### src/rtl/wrlvl_rank_sequencer_if.sv
// Bundles the training-controller, lane-response and DFI write-levelling signals
// of the rank sequencer.
interface wrlvl_rank_sequencer_if #(
  parameter int unsigned IOG_DQS_LANES = 9
) ();
  logic                     start;
  logic                     abort;
  logic [1:0]               rank_en;
  logic [IOG_DQS_LANES-1:0] wrlvl_resp;
  logic                     dfi_wrlvl_en;
  logic                     dfi_wrlvl_strobe;
  logic                     dfi_wrlvl_cs_0_n;
  logic                     dfi_wrlvl_cs_1_n;
  logic                     busy;
  logic                     done;
  logic [1:0]               rank_err;
  logic [15:0]              strobe_cnt;

  modport master (
    output start, abort, rank_en, wrlvl_resp,
    input  dfi_wrlvl_en, dfi_wrlvl_strobe, dfi_wrlvl_cs_0_n, dfi_wrlvl_cs_1_n,
           busy, done, rank_err, strobe_cnt
  );

  modport slave (
    input  start, abort, rank_en, wrlvl_resp,
    output dfi_wrlvl_en, dfi_wrlvl_strobe, dfi_wrlvl_cs_0_n, dfi_wrlvl_cs_1_n,
           busy, done, rank_err, strobe_cnt
  );
endinterface

### src/rtl/wrlvl_rank_sequencer.sv
// Sequences DDR write levelling over CS0 then CS1: periodic strobes until every
// DQS lane locks or the per-rank strobe budget runs out.
module wrlvl_rank_sequencer #(
  parameter int unsigned IOG_DQS_LANES = 9,
  parameter int unsigned EN_TO_STROBE  = 16,
  parameter int unsigned STROBE_GAP    = 32,
  parameter int unsigned MAX_STROBES   = 1024,
  parameter int unsigned RANK_GAP      = 16
) (
  input  logic                         SCLK,
  input  logic                         reset_n,
  wrlvl_rank_sequencer_if.slave        bus
);

  localparam int unsigned HOLD_A   = (EN_TO_STROBE > STROBE_GAP) ? EN_TO_STROBE : STROBE_GAP;
  localparam int unsigned HOLD_MAX = (HOLD_A > RANK_GAP) ? HOLD_A : RANK_GAP;
  localparam int unsigned CNT_W    = (HOLD_MAX > 1) ? $clog2(HOLD_MAX) : 1;

  localparam logic [2:0] S_IDLE     = 3'd0;
  localparam logic [2:0] S_SETUP    = 3'd1;
  localparam logic [2:0] S_STROBE   = 3'd2;
  localparam logic [2:0] S_GAP      = 3'd3;
  localparam logic [2:0] S_RANK_END = 3'd4;
  localparam logic [2:0] S_FINISH   = 3'd5;

  localparam logic [CNT_W-1:0] LOAD_SETUP = CNT_W'(EN_TO_STROBE - 1);
  localparam logic [CNT_W-1:0] LOAD_GAP   = CNT_W'(STROBE_GAP - 2);
  localparam logic [CNT_W-1:0] LOAD_RANK  = CNT_W'(RANK_GAP - 1);

  logic [2:0]       state_q,      state_d;
  logic [CNT_W-1:0] cnt_q,        cnt_d;
  logic             rank_q,       rank_d;
  logic             train_cs1_q,  train_cs1_d;
  logic             en_q,         en_d;
  logic             strobe_q,     strobe_d;
  logic             cs0_n_q,      cs0_n_d;
  logic             cs1_n_q,      cs1_n_d;
  logic             busy_q,       busy_d;
  logic             done_q,       done_d;
  logic [1:0]       rank_err_q,   rank_err_d;
  logic [15:0]      strobe_cnt_q, strobe_cnt_d;

  logic [IOG_DQS_LANES-1:0] resp_c;
  logic                     all_locked_c;
  logic [15:0]              strobe_inc_c;
  logic                     budget_spent_c;

  assign resp_c         = bus.wrlvl_resp;
  assign all_locked_c   = &resp_c;
  assign strobe_inc_c   = (strobe_cnt_q == 16'hFFFF) ? strobe_cnt_q : strobe_cnt_q + 16'd1;
  assign budget_spent_c = strobe_cnt_q >= 16'(MAX_STROBES);

  // Next-state, counters and next registered outputs.
  always_comb begin
    state_d      = state_q;
    cnt_d        = cnt_q;
    rank_d       = rank_q;
    train_cs1_d  = train_cs1_q;
    rank_err_d   = rank_err_q;
    strobe_cnt_d = strobe_cnt_q;
    busy_d       = busy_q;
    done_d       = 1'b0;
    strobe_d     = 1'b0;
    en_d         = 1'b0;
    cs0_n_d      = 1'b1;
    cs1_n_d      = 1'b1;

    case (state_q)
      S_IDLE: begin
        if (bus.start && !bus.abort) begin
          train_cs1_d  = bus.rank_en[1];
          rank_err_d   = 2'b00;
          strobe_cnt_d = 16'd0;
          busy_d       = 1'b1;
          if (bus.rank_en == 2'b00) begin
            state_d = S_FINISH;
            done_d  = 1'b1;
          end else begin
            state_d = S_SETUP;
            rank_d  = ~bus.rank_en[0];
            cnt_d   = LOAD_SETUP;
          end
        end
      end
      S_SETUP: begin
        if (cnt_q == '0) begin
          state_d      = S_STROBE;
          strobe_d     = 1'b1;
          strobe_cnt_d = strobe_inc_c;
        end else begin
          cnt_d = cnt_q - CNT_W'(1);
        end
      end
      S_STROBE: begin
        state_d = S_GAP;
        cnt_d   = LOAD_GAP;
      end
      S_GAP: begin
        // A lock seen in the final gap cycle still counts as a pass.
        if (all_locked_c) begin
          state_d = S_RANK_END;
          cnt_d   = LOAD_RANK;
        end else if (cnt_q == '0) begin
          if (budget_spent_c) begin
            state_d            = S_RANK_END;
            cnt_d              = LOAD_RANK;
            rank_err_d[rank_q] = 1'b1;
          end else begin
            state_d      = S_STROBE;
            strobe_d     = 1'b1;
            strobe_cnt_d = strobe_inc_c;
          end
        end else begin
          cnt_d = cnt_q - CNT_W'(1);
        end
      end
      S_RANK_END: begin
        if (cnt_q == '0) begin
          if (!rank_q && train_cs1_q) begin
            state_d      = S_SETUP;
            rank_d       = 1'b1;
            strobe_cnt_d = 16'd0;
            cnt_d        = LOAD_SETUP;
          end else begin
            state_d = S_FINISH;
            done_d  = 1'b1;
          end
        end else begin
          cnt_d = cnt_q - CNT_W'(1);
        end
      end
      S_FINISH: begin
        state_d = S_IDLE;
        busy_d  = 1'b0;
      end
      default: begin
        state_d = S_IDLE;
        busy_d  = 1'b0;
      end
    endcase

    // Abort wins over everything but leaves the status registers untouched.
    if (state_q != S_IDLE && bus.abort) begin
      state_d      = S_IDLE;
      busy_d       = 1'b0;
      done_d       = 1'b0;
      strobe_d     = 1'b0;
      rank_err_d   = rank_err_q;
      strobe_cnt_d = strobe_cnt_q;
    end

    en_d    = (state_d == S_SETUP) || (state_d == S_STROBE) || (state_d == S_GAP);
    cs0_n_d = ~(en_d && !rank_d);
    cs1_n_d = ~(en_d && rank_d);
  end

  // State and output registers.
  always_ff @(posedge SCLK) begin
    if (!reset_n) begin
      state_q      <= S_IDLE;
      cnt_q        <= '0;
      rank_q       <= 1'b0;
      train_cs1_q  <= 1'b0;
      en_q         <= 1'b0;
      strobe_q     <= 1'b0;
      cs0_n_q      <= 1'b1;
      cs1_n_q      <= 1'b1;
      busy_q       <= 1'b0;
      done_q       <= 1'b0;
      rank_err_q   <= 2'b00;
      strobe_cnt_q <= 16'd0;
    end else begin
      state_q      <= state_d;
      cnt_q        <= cnt_d;
      rank_q       <= rank_d;
      train_cs1_q  <= train_cs1_d;
      en_q         <= en_d;
      strobe_q     <= strobe_d;
      cs0_n_q      <= cs0_n_d;
      cs1_n_q      <= cs1_n_d;
      busy_q       <= busy_d;
      done_q       <= done_d;
      rank_err_q   <= rank_err_d;
      strobe_cnt_q <= strobe_cnt_d;
    end
  end

  assign bus.dfi_wrlvl_en     = en_q;
  assign bus.dfi_wrlvl_strobe = strobe_q;
  assign bus.dfi_wrlvl_cs_0_n = cs0_n_q;
  assign bus.dfi_wrlvl_cs_1_n = cs1_n_q;
  assign bus.busy             = busy_q;
  assign bus.done             = done_q;
  assign bus.rank_err         = rank_err_q;
  assign bus.strobe_cnt       = strobe_cnt_q;

endmodule

### src/flat_wrapper.sv
// flat-port wrapper written by rule: the top's interface ports become plain ports
module wrlvl_rank_sequencer_flat 
#(
  parameter int unsigned IOG_DQS_LANES = 9,
  parameter int unsigned EN_TO_STROBE  = 16,
  parameter int unsigned STROBE_GAP    = 32,
  parameter int unsigned MAX_STROBES   = 1024,
  parameter int unsigned RANK_GAP      = 16
)
  (SCLK, reset_n, bus_start, bus_abort, bus_rank_en, bus_wrlvl_resp, bus_dfi_wrlvl_en, bus_dfi_wrlvl_strobe, bus_dfi_wrlvl_cs_0_n, bus_dfi_wrlvl_cs_1_n, bus_busy, bus_done, bus_rank_err, bus_strobe_cnt);
  wrlvl_rank_sequencer_if #(.IOG_DQS_LANES(IOG_DQS_LANES)) bus_i ();
  input  logic SCLK;
  input  logic reset_n;
  input wire logic [$bits(bus_i.start)-1:0] bus_start;
  input wire logic [$bits(bus_i.abort)-1:0] bus_abort;
  input wire logic [$bits(bus_i.rank_en)-1:0] bus_rank_en;
  input wire logic [$bits(bus_i.wrlvl_resp)-1:0] bus_wrlvl_resp;
  output wire logic [$bits(bus_i.dfi_wrlvl_en)-1:0] bus_dfi_wrlvl_en;
  output wire logic [$bits(bus_i.dfi_wrlvl_strobe)-1:0] bus_dfi_wrlvl_strobe;
  output wire logic [$bits(bus_i.dfi_wrlvl_cs_0_n)-1:0] bus_dfi_wrlvl_cs_0_n;
  output wire logic [$bits(bus_i.dfi_wrlvl_cs_1_n)-1:0] bus_dfi_wrlvl_cs_1_n;
  output wire logic [$bits(bus_i.busy)-1:0] bus_busy;
  output wire logic [$bits(bus_i.done)-1:0] bus_done;
  output wire logic [$bits(bus_i.rank_err)-1:0] bus_rank_err;
  output wire logic [$bits(bus_i.strobe_cnt)-1:0] bus_strobe_cnt;
  assign bus_i.start = bus_start;
  assign bus_i.abort = bus_abort;
  assign bus_i.rank_en = bus_rank_en;
  assign bus_i.wrlvl_resp = bus_wrlvl_resp;
  assign bus_dfi_wrlvl_en = bus_i.dfi_wrlvl_en;
  assign bus_dfi_wrlvl_strobe = bus_i.dfi_wrlvl_strobe;
  assign bus_dfi_wrlvl_cs_0_n = bus_i.dfi_wrlvl_cs_0_n;
  assign bus_dfi_wrlvl_cs_1_n = bus_i.dfi_wrlvl_cs_1_n;
  assign bus_busy = bus_i.busy;
  assign bus_done = bus_i.done;
  assign bus_rank_err = bus_i.rank_err;
  assign bus_strobe_cnt = bus_i.strobe_cnt;
  wrlvl_rank_sequencer #(.IOG_DQS_LANES(IOG_DQS_LANES), .EN_TO_STROBE(EN_TO_STROBE), .STROBE_GAP(STROBE_GAP), .MAX_STROBES(MAX_STROBES), .RANK_GAP(RANK_GAP)) u_core (.SCLK(SCLK), .reset_n(reset_n), .bus(bus_i));
endmodule
### config.mk
export PLATFORM = sky130hd
export DESIGN_NAME = wrlvl_rank_sequencer_flat
export DESIGN_NICKNAME = d
export VERILOG_FILES = /design/src/rtl/wrlvl_rank_sequencer_if.sv /design/src/rtl/wrlvl_rank_sequencer.sv /design/src/flat_wrapper.sv
export SDC_FILE = /design/constraint.sdc
export NUM_CORES = 1
export LEC_CHECK = 0
export CAP_MARGIN = 20
export CORE_MARGIN = 5
export CORE_UTILIZATION = 30
export CTS_CLUSTER_SIZE = 40
export DETAILED_ROUTE_END_ITERATION = 6
export GPL_ROUTABILITY_DRIVEN = 0
export SYNTH_ARGS = -nofsm -noshare
export SYNTH_HDL_FRONTEND = slang
export SYNTH_SLANG_ARGS = --single-unit
### constraint.sdc
create_clock -name SCLK -period 2.1 [get_ports SCLK]
set_clock_uncertainty 0.05 [all_clocks]
set_input_delay 0.42 -clock SCLK [delete_from_list [all_inputs] [get_ports SCLK]]
set_output_delay 0.42 -clock SCLK [all_outputs]
set_load 0.01 [all_outputs]
==> results of run 1 <==
cells by family after synthesis:
| family | synth area share |
|---|---|
| DFF | 0.338 |
| buffers and inverters | 0.0552 |
| and+or+nand+nor | 0.325 |
| AOI/OAI and AO/OA | 0.247 |
| adders and majority gates | 0.0354 |
Yosys cell counts (4+ instances only):
| library cell | n | area [um^2] |
|---|---|---|
| nand4_1 | 8 | 50.1 |
| nor2_1 | 19 | 71.3 |
| o21ai_0 | 12 | 60.1 |
| a21oi_1 | 14 | 70.1 |
| o22ai_1 | 5 | 31.3 |
| inv_1 | 9 | 33.8 |
| nand2_1 | 33 | 124 |
| dfxtp_1 | 34 | 681 |
| or3_1 | 5 | 31.3 |
| ha_1 | 4 | 50.1 |
| a21boi_0 | 7 | 52.6 |
| and3_1 | 5 | 31.3 |
| a31oi_1 | 4 | 25.0 |
| nor3_1 | 10 | 50.1 |
| nor2b_1 | 5 | 31.3 |
| clkbuf_1 | 9 | 33.8 |
| o221a_1 | 4 | 45.0 |
| nand3_1 | 13 | 65.1 |
routing by layer:
metal  part of all wire  wire, um  vias up
li1                   -         -     1133
met5                  0         0        -
met2               0.49      2870       73
met4              0.015        87        0
met1               0.44      2630     1046
met3              0.054       322       12
worst min-delay path, stage by stage, from the launching register on:
cell and delay [ns]:
dfxtp_1 0.33, nor2_1 0.05, nor2_1 0.07
per-stage QoR:
step | cell area (um^2) | hold slack, ns | setup TNS, ns
2_1_floorplan | 2050 | 0.416 | -0.627
3_3_place_gp | 2880 | 0.409 | -4.39
3_5_place_dp | 2880 | 0.415 | -4.89
4_1_cts | 3030 | 0.435 | -0.747
5_1_grt | 3110 | 0.475 | -2.13
6_report | 3110 | 0.431 | -0.489
power by group:
group | internal [mW] | switching (mW) | total (mW)
sequential | 0.748 | 0.0629 | 0.811
combinational | 0.929 | 0.925 | 1.85
clock | 0.265 | 0.250 | 0.515
state kept, by name, indices dropped and copies added, names as in the netlist:
| register | count |
|---|---|
| u_core.cnt_q | 5 |
| u_core.bus.dfi_wrlvl_cs_1_n | 1 |
| u_core.bus.done | 1 |
| u_core.state_q | 3 |
| u_core.bus.dfi_wrlvl_en | 1 |
| u_core.bus.strobe_cnt | 16 |
| u_core.bus.dfi_wrlvl_cs_0_n | 1 |
| u_core.train_cs1_q | 1 |
| u_core.bus.rank_err | 2 |
| u_core.rank_q | 1 |
| u_core.bus.dfi_wrlvl_strobe | 1 |
| u_core.bus.busy | 1 |
worst max-delay path by stage:
stage                       from                   endpoint  slack (ns)  depth (start not counted)
2_1_floorplan    u_core.cnt_q[0]  u_core.bus.strobe_cnt[15]       -0.08                          9
3_3_place_gp   bus_wrlvl_resp[7]            u_core.cnt_q[0]       -0.25                          7
3_5_place_dp   bus_wrlvl_resp[4]            u_core.cnt_q[0]       -0.27                          7
4_1_cts          u_core.cnt_q[1]   u_core.bus.strobe_cnt[1]       -0.11                          9
5_1_grt          u_core.cnt_q[1]   u_core.bus.strobe_cnt[1]       -0.20                          9
6_report         u_core.cnt_q[1]   u_core.bus.strobe_cnt[1]       -0.09                          9
area by class of cell:
cell class                 instances  area (um^2)
clock buffer                       7         86.3
clock inverter                     1         5.00
fill                             616         3350
inverter                           9         33.8
multi-input combinational        196         1310
sequential                        34          686
tap                               77         96.3
timing repair buffer             103          885
timing repair:
| item | in CTS | in global routing |
|---|---|---|
| gates resized for setup | 5 | 16 |
| buffers inserted | 4 | 3 |
| pin swaps | 5 | 6 |
| setup endpoints to repair | 19 | 22 |
==> run_results.csv, run 1 <==
group,metric,value,unit
setup_path,cp_max_fo,14,
logic_synthesis,synth_ff_type,"dfxtp_1",
logic_synthesis,yosysUniqueCellTypes,53,
sta,setup_viol,14,
cts,cts_buffers,5,
drt,vias,2264,
logic_synthesis,ys_warn_count,0,
sta,finalCritPeriodShare,1.04,
placement,dp_hpwl,4.32,mm
setup_path,cp_slowest_cell,"or4b_4",
hold_path,hold_depth,2,
sta,fin_ws,-0.0904,ns
floorplanning,die_y,92.0,um
sta,worstMarginPinSlew,0.335,ns
floorplanning,start_util,0.312,
cts,cts.sinks,34,
cts,root_buffer,"clkbuf_8",
setup_path,r2r-end,"u_core.bus.strobe_cnt[1]",
placement,io_buffers,38,
logic_synthesis,yosysSeqAreaShare,0.338,
power,power_density,1020,nW/um^2
cts,htreeDepth,2,
placement,pre_cts_slack,-0.269,ns
layout,final_nets,368,
floorplanning,die_x,92.0,um
setup_path,worstReg2RegStart,"u_core.cnt_q[1]",
logic_synthesis,ys_seq_elements,34,
global_routing,gr-usage-met3,0.0385,
layout,drive_gt1_frac,0.311,
setup_path,cp-start-kind,"flip-flop",
global_routing,grt_usage,0.139,
sta,hold_viol_final,0,
floorplanning,placementRows,29,
power,leakagePower,1.21,nW
drt,first_pass_iters,4,
layout,final_cell_mix,"63 x buf_4, 38 x clkdlybuf4s50_1, 32 x nand2_1",
setup_path,cp.arrival,2.35,ns
power,total_power,3.18,mW
setup_path,worst-path-buf-inv,2,
hold_path,worstHoldPathType,"reg -> reg",
drt,viasPerCell,5.30,
setup_path,crit_required,2.26,ns
drt,dr.first_iter.drc_count,80,
global_routing,grt_use_met2,0.235,
cts,cts.path.max_buffers,2,
floorplanning,ios,39,
logic_synthesis,post_synth.cell_area_avg,7.97,um^2
global_routing,grt_pass1_wl,9.80,mm
run_status,violations,"negative setup slack",
layout,area_growth,54.1,%
placement,dp.cells,412,
floorplanning,core,6460,um^2
sta,grt_setup_unrepaired,"yes",
run_status,outcome,"complete, but fails checks",
sta,max_freq,457,MHz
sta,final_max_slew_viol_count,0,
logic_synthesis,synthArstFlopShare,0,
setup_path,r2r_cells,9,
logic_synthesis,synth_edf_count,0,
logic_synthesis,netlist_instances,253,
global_routing,grt_busiest_layer,"met2",
setup_path,critPathMaxStageDelay,0.46,ns
setup_path,endpoint_kind,"flip-flop",
hold_path,hold_end,"u_core.bus.busy",
layout,finish.utilization,0.481,
logic_synthesis,netlist_area,2020,um^2
layout,final_common_cell,"buf_4",
layout,diodes,0,
sta,fin_crit,2.19,ns
global_routing,grt_max_degree,17,
flow_run,maxCapViolCount,0,
cts,insertion_delay,0.29,ns
global_routing,antenna_found_initial,0,
setup_path,crit_type,"reg -> reg",
power,irDropWorstVdd,0.564,mV
drt,finalWirelength,5.91,mm
cts,cts_tree,"yes",
hold_path,hold_path_startpoint,"u_core.bus.busy",
logic_synthesis,syn-num-nets,272,
drt,wl_per_cell,13.8,um
cts,cts_hold_buf,0,
setup_path,rrSetupSlack,-0.09,ns
floorplanning,die-area,8460,um^2
cts,clkTransAtPathRegs,0.08,ns
layout,stdcell_count,427,
global_routing,first_global_vias,2153,
global_routing,grt_use_met1,0.174,
sta,slew_headroom,0.774,
setup_path,crit_family,"simple AND/OR/NAND/NOR gates",
drt,drcViolationCount,0,
global_routing,overflow,0,
setup_path,path_cells,"inv_2 > ha_4 > or4b_4 > maj3_2 > o21ai_2 > nand3_4 > buf_12 > or2_0 > a21boi_1",
drt,ant_nets,0,
Power figures use the tool's default switching activity.
==> inputs of run 2 (changes only) <==
Clock period 2.1 ns to 2.83 ns, I/O delays scaled along.
==> run_results.csv, run 2 (synthesis gave the netlist of run 1 again) <==
group,metric,value,unit
run_status,outcome,"completed",
placement,placed_area,2530,um^2
setup_path,crit_type,"in -> reg",
hold_path,hold_path_startpoint,"u_core.bus.rank_err[0]",
sta,slew_headroom,0.656,
global_routing,grt_usage,0.123,
power,irDropWorstVdd,0.396,mV
cts,clkTransAtPathRegs,0.07,ns
layout,area_growth,29.9,%
hold_path,worstHoldPathType,"reg -> reg",
layout,num-fill-cells,654,
sta,grt_setup_unrepaired,"no",
setup_path,critPathMaxStageDelay,0.56,ns
sta,final_max_slew_viol_count,0,
sta,hold_viol_final,0,
floorplanning,start_util,0.312,
power,p_switching,0.788,mW
layout,largest_reg_flops,16,
floorplanning,ios,39,
sta,fin_crit,2.49,ns
layout,multi_input_area,1220,um^2
power,p_clk_frac,0.194,
setup_path,cp.arrival,2.66,ns
hold_path,hold_end,"u_core.bus.rank_err[0]",
setup_path,worst-path-buf-inv,2,
placement,io_buffers,38,
setup_path,r2r-end,"u_core.bus.strobe_cnt[8]",
setup_path,worstReg2RegStart,"u_core.state_q[2]",
flow_run,maxCapViolCount,0,
global_routing,antenna_found_initial,0,
setup_path,rrSetupSlack,0.37,ns
power,leakagePower,0.935,nW
drt,dr.first_iter.drc_count,94,
sta,finalCritPeriodShare,0.880,
cts,cts_hold_buf,0,
sta,worstMarginPinSlew,0.511,ns
layout,final_common_cell,"clkdlybuf4s50_1",
drt,finalWirelength,5.18,mm
layout,seqCellArea,681,um^2
drt,drcViolationCount,0,
setup_path,path_cells,"clkdlybuf4s50_1 > inv_1 > a21oi_1 > o221a_2 > nand3_1 > or4_1 > a21boi_0",
sta,final.setup.tns,0,ns
cts,root_buffer,"clkbuf_8",
setup_path,crit_family,"simple AND/OR/NAND/NOR gates",
cts,post_cts_resized,0,
setup_path,crit_required,3.00,ns
setup_path,cp_max_fo,9,
sta,max_freq,402,MHz
cts,htreeDepth,2,
global_routing,overflow,0,
setup_path,cp_slowest_cell,"or4_1",
drt,viasPerCell,5.38,
layout,final_nets,318,
floorplanning,die_x,92.0,um
floorplanning,core,6460,um^2
global_routing,grt_max_degree,18,
setup_path,endpoint_kind,"flip-flop",
cts,post-cts-setup-buffers,0,
power,power_frac_seq,0.321,
power,power_frac_comb,0.485,
global_routing,first_global_vias,1853,
sta,setup_viol,0,
power,power_density,749,nW/um^2
floorplanning,die_y,92.0,um
layout,final_cell_mix,"38 x clkdlybuf4s50_1, 34 x dfxtp_1, 33 x nand2_1",
cts,cts_buffers,5,
drt,vias,2028,
drt,first_pass_iters,4,
cts,insertion_delay,0.29,ns
global_routing,grt_pass1_wl,8.57,mm
cts,cts.sinks,34,
layout,diodes,0,
power,switching_share,0.402,
drt,wl_per_cell,13.7,um
layout,drive_gt1_frac,0.113,
drt,ant_nets,0,
cts,cts_tree,"yes",
layout,final_cell_area,2620,um^2
setup_path,cp-start-kind,"input pin",
floorplanning,placementRows,29,
cts,cts.path.max_buffers,2,
setup_path,r2r_cells,6,
placement,dp_hpwl,3.85,mm
power,internal_power,1.17,mW
hold_path,hold_depth,1,
floorplanning,die-area,8460,um^2
==> run 2: cell count changes in the layout (fill, tap and decap cells not counted), sizes merged <==
| cell | previous run | this run |
|---|---|---|
| buf | 65 | 15 |
==> run 2: per-stage QoR <==
stage	power [mW]	utilization	std cells	setup WS, ns	hold slack, ns
floorplan	1.33	-	253	0.579	0.416
global placement	1.59	0.391	369	0.111	0.410
CTS	1.97	0.405	377	0.352	0.434
global route	2.11	0.405	377	0.143	0.448
finish	1.96	0.405	377	0.341	0.429
detailed placement	1.59	0.391	369	0.0502	0.413
==> run 2: how the worst max path moves through the flow <==
stage	to	depth (start not counted)	from	slack, ns
final	u_core.bus.strobe_cnt[8]	7	bus_start	0.34
after detailed placement	u_core.bus.strobe_cnt[8]	7	bus_start	0.05
after global placement	u_core.bus.strobe_cnt[8]	7	bus_start	0.11
after floorplan	u_core.bus.strobe_cnt[15]	9	u_core.cnt_q[0]	0.58
after CTS	u_core.bus.strobe_cnt[8]	7	bus_start	0.35
after global routing	u_core.bus.strobe_cnt[8]	6	u_core.state_q[2]	0.14
==> run 2: power groups by stage <==
stage	Combinational, mW	Sequential [mW]	Clock (mW)
final	0.951	0.629	0.381
after floorplan	0.701	0.625	0
after global routing	1.05	0.639	0.421
after CTS	0.954	0.628	0.391
after global placement	0.948	0.639	0
after detailed placement	0.948	0.640	0
==> run 2: per-layer routing <==
| metal | vias to the layer above | GRT usage | share of wire |
|---|---|---|---|
| met3 | 10 | 0.0458 | 0.061 |
| met4 | 0 | 0.0359 | 0.016 |
| li1 | 1024 | - | - |
| met5 | - | 0 | 0 |
| met1 | 929 | 0.153 | 0.47 |
| met2 | 65 | 0.200 | 0.45 |
==> run 2: worst register-to-register path, cell delays in order, from the launching register on <==
cell      delay (ns)
dfxtp_1         0.58
nor3_1          0.13
a21oi_1         0.33
o221a_2         0.30
nand3_1         0.26
or4_1           0.56
a21boi_0        0.17
==> run 2: layout make-up <==
type / count / share of cell area
Timing Repair Buffer: 53 / 0.188
Sequential cell: 34 / 0.260
Inverter: 9 / 0.0129
Clock inverter: 1 / 0.00191
Multi-Input combinational cell: 196 / 0.467
Clock buffer: 7 / 0.0330
Tap cell: 77 / 0.0368
==> inputs of run 3 (changes only) <==
Settings changed: CAP_MARGIN 20 to not set.
==> results of run 3 <==
No change in the layout: final DEF, timing and power equal those of run 2.
